`src/rtl/booth_pkg.sv`:
```
// Shared types and widths for the Booth multiplier host sequencer.
package booth_pkg;
  localparam int OPW   = 8;
  localparam int PRODW = 16;

  typedef enum logic [2:0] {IDLE, START, LOAD, WAIT, CAP, OUT} state_t;

  typedef struct packed {
    logic [OPW-1:0] a;
    logic [OPW-1:0] b;
  } operand_t;
endpackage

```
`src/rtl/booth_operand_buf.sv`:
```
// One-entry operand-pair buffer; load only when empty, pop only when full.
module booth_operand_buf
  import booth_pkg::*;
(
  input  logic           clk,
  input  logic           rst_n,
  input  logic           load,
  input  logic           pop,
  input  logic [OPW-1:0] a_in,
  input  logic [OPW-1:0] b_in,
  output logic           full,
  output logic [OPW-1:0] a_out,
  output logic [OPW-1:0] b_out
);
  logic     full_q, full_d;
  operand_t data_q, data_d;

  always_comb begin
    full_d = full_q;
    data_d = data_q;
    if (load) begin
      full_d = 1'b1;
      data_d = '{a: a_in, b: b_in};
    end else if (pop) begin
      full_d = 1'b0;
    end
  end

  always_ff @(posedge clk or negedge rst_n) begin
    if (!rst_n) begin
      full_q <= 1'b0;
      data_q <= '0;
    end else begin
      full_q <= full_d;
      data_q <= data_d;
    end
  end

  assign full  = full_q;
  assign a_out = data_q.a;
  assign b_out = data_q.b;
endmodule

```
`src/rtl/booth_sequencer.sv`:
```
// Drives the sequential Booth multiplier: loads a then b on the shared bus,
// waits for done, captures the high/low result bytes and hands back the product.
module booth_sequencer
  import booth_pkg::*;
#(
  parameter int M_SLOT   = 1,
  parameter int HI_DELAY = 1,
  parameter int LO_DELAY = 2,
  parameter int TIMEOUT  = 64
) (
  input  logic             clk,
  input  logic             rst_n,
  input  logic             in_valid,
  output logic             in_ready,
  input  logic [OPW-1:0]   in_a,
  input  logic [OPW-1:0]   in_b,
  output logic             out_valid,
  input  logic             out_ready,
  output logic [PRODW-1:0] out_product,
  output logic             out_err,
  output logic             mul_enable,
  output logic [OPW-1:0]   mul_inbus,
  input  logic             mul_done,
  input  logic [OPW-1:0]   mul_outbus
);
  localparam int CNTW = $clog2(TIMEOUT + 1);
  localparam int DW   = $clog2(LO_DELAY + 1);

  state_t          state_q, state_d;
  logic [CNTW-1:0] cnt_q, cnt_d;
  logic [DW-1:0]   dcnt_q, dcnt_d;
  operand_t        job_q, job_d;
  logic [OPW-1:0]  hi_q, hi_d, lo_q, lo_d;
  logic            err_q, err_d;

  logic           buf_full, buf_load, buf_pop, go;
  logic [OPW-1:0] buf_a, buf_b;

  // ready drops combinationally with rst_n so nothing is accepted while held in reset
  assign in_ready = rst_n & ~buf_full;
  assign buf_load = in_valid & in_ready;
  assign buf_pop  = go;

  booth_operand_buf u_buf (
    .clk   (clk),
    .rst_n (rst_n),
    .load  (buf_load),
    .pop   (buf_pop),
    .a_in  (in_a),
    .b_in  (in_b),
    .full  (buf_full),
    .a_out (buf_a),
    .b_out (buf_b)
  );

  always_ff @(posedge clk or negedge rst_n) begin
    if (!rst_n) begin
      state_q <= IDLE;
      cnt_q   <= '0;
      dcnt_q  <= '0;
      job_q   <= '0;
      hi_q    <= '0;
      lo_q    <= '0;
      err_q   <= 1'b0;
    end else begin
      state_q <= state_d;
      cnt_q   <= cnt_d;
      dcnt_q  <= dcnt_d;
      job_q   <= job_d;
      hi_q    <= hi_d;
      lo_q    <= lo_d;
      err_q   <= err_d;
    end
  end

  always_comb begin
    state_d = state_q;
    cnt_d   = cnt_q;
    dcnt_d  = dcnt_q;
    job_d   = job_q;
    hi_d    = hi_q;
    lo_d    = lo_q;
    err_d   = err_q;
    go      = 1'b0;
    case (state_q)
      IDLE:  go = buf_full;
      START: begin
        cnt_d   = cnt_q + 1'b1;
        state_d = LOAD;
      end
      LOAD: begin
        cnt_d = cnt_q + 1'b1;
        if (cnt_q >= CNTW'(M_SLOT)) state_d = WAIT;
      end
      WAIT: begin
        cnt_d = cnt_q + 1'b1;
        // the done-sample cycle is done-relative 0, so CAP opens at 1
        if (mul_done) begin
          dcnt_d  = DW'(1);
          state_d = CAP;
        end else if (cnt_q == CNTW'(TIMEOUT)) begin
          err_d   = 1'b1;
          state_d = OUT;
        end
      end
      CAP: begin
        dcnt_d = dcnt_q + 1'b1;
        if (dcnt_q == DW'(HI_DELAY)) hi_d = mul_outbus;
        if (dcnt_q == DW'(LO_DELAY)) begin
          lo_d    = mul_outbus;
          state_d = OUT;
        end
      end
      OUT: begin
        if (out_ready) begin
          state_d = IDLE;
          go      = buf_full;
        end
      end
      default: state_d = IDLE;
    endcase
    // job launch frees the buffer and clears per-job state; hi/lo stay 0 on timeout
    if (go) begin
      state_d = START;
      job_d   = '{a: buf_a, b: buf_b};
      cnt_d   = '0;
      dcnt_d  = '0;
      hi_d    = '0;
      lo_d    = '0;
      err_d   = 1'b0;
    end
  end

  always_comb begin
    mul_enable  = 1'b0;
    mul_inbus   = '0;
    out_valid   = 1'b0;
    out_err     = 1'b0;
    out_product = '0;
    case (state_q)
      START: begin
        mul_enable = 1'b1;
        mul_inbus  = job_q.a;
      end
      LOAD, WAIT: mul_inbus = (cnt_q <= CNTW'(M_SLOT)) ? job_q.a : job_q.b;
      OUT: begin
        out_valid   = 1'b1;
        out_err     = err_q;
        out_product = {hi_q, lo_q};
      end
      default: ;
    endcase
  end
endmodule
```
`config.mk`:
```
export PLATFORM = sky130hd
export DESIGN_NAME = booth_sequencer
export DESIGN_NICKNAME = d
export VERILOG_FILES = /design/src/rtl/booth_pkg.sv /design/src/rtl/booth_operand_buf.sv /design/src/rtl/booth_sequencer.sv
export SDC_FILE = /design/constraint.sdc
export NUM_CORES = 1
export LEC_CHECK = 0
export CORE_UTILIZATION = 56
export DETAILED_ROUTE_END_ITERATION = 8
export MAX_ROUTING_LAYER = met4
export PLACE_DENSITY = 0.85
export SYNTH_ARGS = -nofsm -noshare
export SYNTH_HDL_FRONTEND = slang
export SYNTH_HIERARCHICAL = 1
export SYNTH_SLANG_ARGS = --single-unit
```
`constraint.sdc`:
```
create_clock -name clk -period 3.6 [get_ports clk]
set_clock_uncertainty 0.2 [all_clocks]
set_input_delay 0.72 -clock clk [delete_from_list [all_inputs] [get_ports clk]]
set_output_delay 0.72 -clock clk [all_outputs]
set_load 0.01 [all_outputs]
```
# Word level (Yosys, flattened, before mapping)
# Index checks and enable logic that the tools add are counted.
# classes
n_addsub	2
mul	0
div_mod_pow	0
n_lt_le_gt_ge	2
n_eq_ne	15
shifts	0
muxes	32
bitwise_logic	3
reduce_logical	16
# ops
operator	n
two-way mux 8 bit	7
two-way mux 3 bit	6
case mux 3 bit (6 select lines)	1
two-way mux 16 bit	1
case mux 8 bit (2 select lines)	1
two-way mux 7 bit	2
nonzero test 2 bit	7
!= test 3 bit, second input constant	4
two-way mux 1 bit	10
adder 7 x 1 -> 7 bit, second input constant	1
equality test 7 bit, second input constant	1
greater-or-equal comparator 7 x 1 -> 1 bit, second input constant	1
less-or-equal comparator 7 x 1 -> 1 bit, second input constant	1
equality test 3 x 2 -> 1 bit, second input constant	2
equality test 3 bit, second input constant	2
AND reduction 2 bit	3
AND reduction 5 bit	1
two-way mux 2 bit	2
!= test 4 bit, second input constant	1
case mux 2 bit (2 select lines)	1
equality test 3 x 1 -> 1 bit, second input constant	1
zero test 3 bit	1
AND reduction 3 bit	1
nonzero test 3 bit	1
other kinds (10)	11
# word_totals
reg_bits	62
latchBits	0
ramBits	0
romBits	0
inputBits	29
out_inout_bits	28
word_cells	81
mem_count	0

# Logic depth before layout (Yosys ltp)
# logic_depth
depth_word	5
depth_mapped	7
ltp_nobuf	5

# By module
# The synthesis kept the hierarchy.
# modules_own_cells
module	n_inst	cells_each	area_each_um2	seq_area_each_um2
booth_sequencer	1	225	2293.4	1126.1
booth_operand_buf	1	37	683.2	425.4

# Worst setup path before layout
# Ideal clock, no wire load.
# synth_path
kind	reg-to-output
startpoint	register cnt_q[3]
endpoint	output port mul_inbus[0]
t_arrival_ns	1.424
required_time_ns	2.680
path_slack_ns	1.256
stages_incl_launch_ff	6
n_path_buf	1
path_cell_list	dfrtp_1 nor4_4 o211ai_2 nor2b_4 buf_6 a22o_1
# synth_via
elab_chain_cells	3
# synth_lines
item	line	source
start: declaration	booth_sequencer.sv:30	logic [CNTW-1:0] cnt_q, cnt_d;
start signal: assignment	booth_sequencer.sv:67	cnt_q <= cnt_d;
less-or-equal comparator 7 x 1 -> 1 bit	booth_sequencer.sv:145	LOAD, WAIT: mul_inbus = (cnt_q <= CNTW'(M_SLOT)) ? job_q.a : job_q.b;
two-way mux 8 bit	booth_sequencer.sv:145	
case mux 8 bit (2 select lines)	booth_sequencer.sv:140	case (state_q)
end: declaration	booth_sequencer.sv:22	output logic [OPW-1:0] mul_inbus,
# No other way between the ends.

# Worst setup path in the final report
# layout_path
startpoint	register cnt_q[3]
endpoint	output port mul_inbus[7]
# Same word-level chain as after synthesis.

==> impl_results.md <==
- # hold bufs at CTS: 0
- Power per cell area: 815 mW/mm2
- Initial core utilization: 0.583
- Ys flop type: dfrtp_1
- Outcome: completed
- Seq/Total Area, Yosys: 0.521
- Io pins: 57
- Setup violations, final: 0
- Clk slew on worst S/H paths: 0.06 ns
- Final ANT Viol Nets: 0
- DR DRC count: 0
- Leakage power: 0.00163 uW
- Reg2reg end: state_q[0]
- Sequential cell fraction of total power: 0.397
- Met2 Use GR: 0.370
- Multi-input combinational cell area: 0.00130 mm2
- IO buf count: 56
- Final #Nets: 354
- Syn Std Cell Area: 0.00298 mm2
- Clk pwr share: 0.220
- CP Launch Type: flip-flop
- DP HPWL: 4000 um
- Share of synthesized cell area in and, or, nand and nor gates: 0.157
- Core ar.: 0.00511 mm2
- Final Hold Viols: 0
- Total gr overflow: 0
- CP Data Arrival Time: 2.52 ns
- Reg area: 0.00155 mm2
- Final Cycle Share: 0.955
- Drt pass-1 iters: 5
- Depth of the worst hold-timing path: 1
- Flop-to-flop setup slack: 1.30 ns
- MaxCap Viol Count: 0
- Largest family of logic cells by synthesized area: simple AND/OR/NAND/NOR gates
- Post-Syn Instances: 262
- Routed via count: 2146
- Htree depth: 3
- Synth async-reset ratio: 1.00
- Synth Warn #: 6
- Row cnt: 26
- P_sw: 1000 uW
- Sw Ratio: 0.326
- CP Max Fanout: 8
- Post-CTS Setup Inserts: 0
- Share of layout cells above drive strength 1: 0.179
- Slew at the pin with the worst max-slew slack: 0.762 ns
- Largest net degree at the start of global routing: 63
- Post-CTS resize count: 0
- Worst Path Required: 2.68 ns
- Inserted Clock Buffers: 9
- Area grow syn2layout: 26.6%
- Number of DRC markers in iteration 0: 128
- Routing usage on met1: 0.286
- Synthesized-area fraction occupied by xor and xnor cells: 0.0206
- Clock Tree Buf Depth: 2
- Int Pwr: 2070 uW
- Unrepaired setup endpoints after global routing: no
- Total Power: 3070 uW
- Slew HR: 0.491
- DRT Wirelength: 5820 um
- CTS tree: yes
- Antenna diodes: 0
- Placer Congestion: 0.847
- Crit path time final: 3.44 ns
- Compound-Gate Fraction of Synth Area: 0.105
- Synth cell types: 43
- Synth Area in Adders: 0.0210
- Post-synth EDFFs: 0
- Mux cell area share after synthesis: 0.132
- R2R cell count: 5
- DIE WIDTH: 74.9 um
- Clk sink count: 62
- Setup TNS: 0 ns
- CP endpoint kind: output port
- Root Driver: clkbuf_8
- Final max-slew violation count: 0
- Critical path class: reg -> out
- First-pass GRT wire length: 9160 um
- Reg2reg start: state_q[0]
- Avg Inst Size Synth: 11.4 um2
- Power share of the combinational group: 0.383
- Worst-Skew Late Latency: 0.33 ns
- Busiest layer in global routing: met2
- Vias/cell: 5.45
- VDD IR-drop max: 0.554 mV
- Initial antenna violation count: 0
- HP Start: u_buf/b_out[7]
- Syn Nets: 296
- Fillers: 356
- Routed len/inst: 14.8 um
- HP Class: reg -> reg
- Post-synthesis register bit count: 62
- Die area: 0.00561 mm2
- All-Layer GR Usage: 0.233
- Die H: 74.9 um
- Met3 usage: 0.0576
- Vias in the first global route: 2023
- Hold EP: u_buf/b_out[7]
- FMAX: 0.291 GHz
## logic make-up (layout without fill, tap and decap cells)
logic type | Yosys count | count (layout)
mux | 32 | 32
buf+inv | 20 | 82
compound gates | 44 | 44
fa+ha+maj | 5 | 5
xor+xnor | 7 | 7
simple gates | 92 | 92
flops | 62 | 62
## synth_stat cells (3+ instances only)
cell | number | area [um2]
a21oi_1 | 19 | 95.1
a22o_1 | 8 | 70.1
and2_1 | 20 | 125
buf_2 | 3 | 15.0
buf_4 | 5 | 37.5
dfrtp_1 | 62 | 1550
ha_1 | 5 | 62.6
inv_1 | 7 | 26.3
mux2_2 | 22 | 248
mux2_4 | 9 | 135
nand2_1 | 40 | 150
nand3_1 | 5 | 25.0
nor2_1 | 12 | 45.0
nor3_1 | 3 | 15.0
o21ai_0 | 5 | 25.0
xnor2_1 | 3 | 26.3
xor2_1 | 4 | 35.0
## final cells by class
class / count / share of cell area
flip-flops and latches: 62 / 0.412
multi-input cells: 180 / 0.344
repair buffers: 60 / 0.155
clock buffers: 12 / 0.0412
well taps: 70 / 0.0232
clock inverters: 3 / 0.0179
inverters: 7 / 0.00697
## worst max-delay path, cell delays in order (launching register included)
cell	delay, ns
dfrtp_1	0.44
nor4_4	0.40
o211ai_2	0.17
o21bai_2	0.40
a22o_1	0.23
clkdlybuf4s50_1	0.55
## layer usage
metal | up-vias | part of all wire | wire length (um)
met3 | 10 | 0.042 | 243
li1 | 1015 | - | -
met2 | 55 | 0.51 | 2990
met5 | - | 0 | 0
met1 | 1066 | 0.43 | 2490
met4 | 0 | 0.016 | 92
## worst max path at each step
stage                   from            to  slack (ns)  depth (start not counted)
floorplan           cnt_q[3]  mul_inbus[0]        1.26                          5
global placement    cnt_q[3]  mul_inbus[3]        0.59                          5
detailed placement  cnt_q[3]  mul_inbus[7]        0.52                          5
CTS                 cnt_q[3]  mul_inbus[7]        0.14                          5
global route        cnt_q[2]  mul_inbus[7]        0.06                          5
finish              cnt_q[3]  mul_inbus[7]        0.16                          5
## registers in the layout, summed over array words and instances (netlist names)
name and count:
hi_q 8, lo_q 8, cnt_q 7, err_q 1, u_buf/a_out 8, u_buf/full 1
state_q 3, u_buf/b_out 8, dcnt_q 2, job_q 16
## power groups by stage
stage,Clock (uW),Combinational [uW],Sequential (uW)
detailed placement,0,1180,1230
floorplan,0,916,1140
global placement,0,1130,1210
global route,720,1290,1260
CTS,691,1190,1220
finish,676,1180,1220
## cell usage in the layout, fill, tap and decap left out, types with 2 or more instances in the layout
master,netlist,routed
dfrtp_1,62,62
clkdlybuf4s50_1,0,55
nand2_1,40,40
mux2_2,22,22
and2_1,20,20
a21oi_1,19,19
nor2_1,12,12
clkbuf_8,0,11
mux2_4,9,9
a22o_1,8,8
inv_1,7,7
nand3_1,5,5
o21ai_0,5,5
ha_1,5,5
xor2_1,4,4
buf_4,5,4
xnor2_1,3,3
nor3_1,3,3
nor4_1,2,2
nand4_1,2,2
bufinv_16,0,2
## per-stage QoR
stage	worst slack (ns)	hold WS [ns]	std cells	instance area (um2)	utilization
detailed placement	0.517	0.293	379	3550	0.695
global route	0.0592	0.320	394	3770	0.738
global placement	0.594	0.284	379	3550	0.695
finish	0.161	0.303	394	3770	0.738
floorplan	1.26	0.224	262	2980	-
CTS	0.138	0.308	394	3770	0.738
No activity file was read; power rests on OpenSTA's default activity.
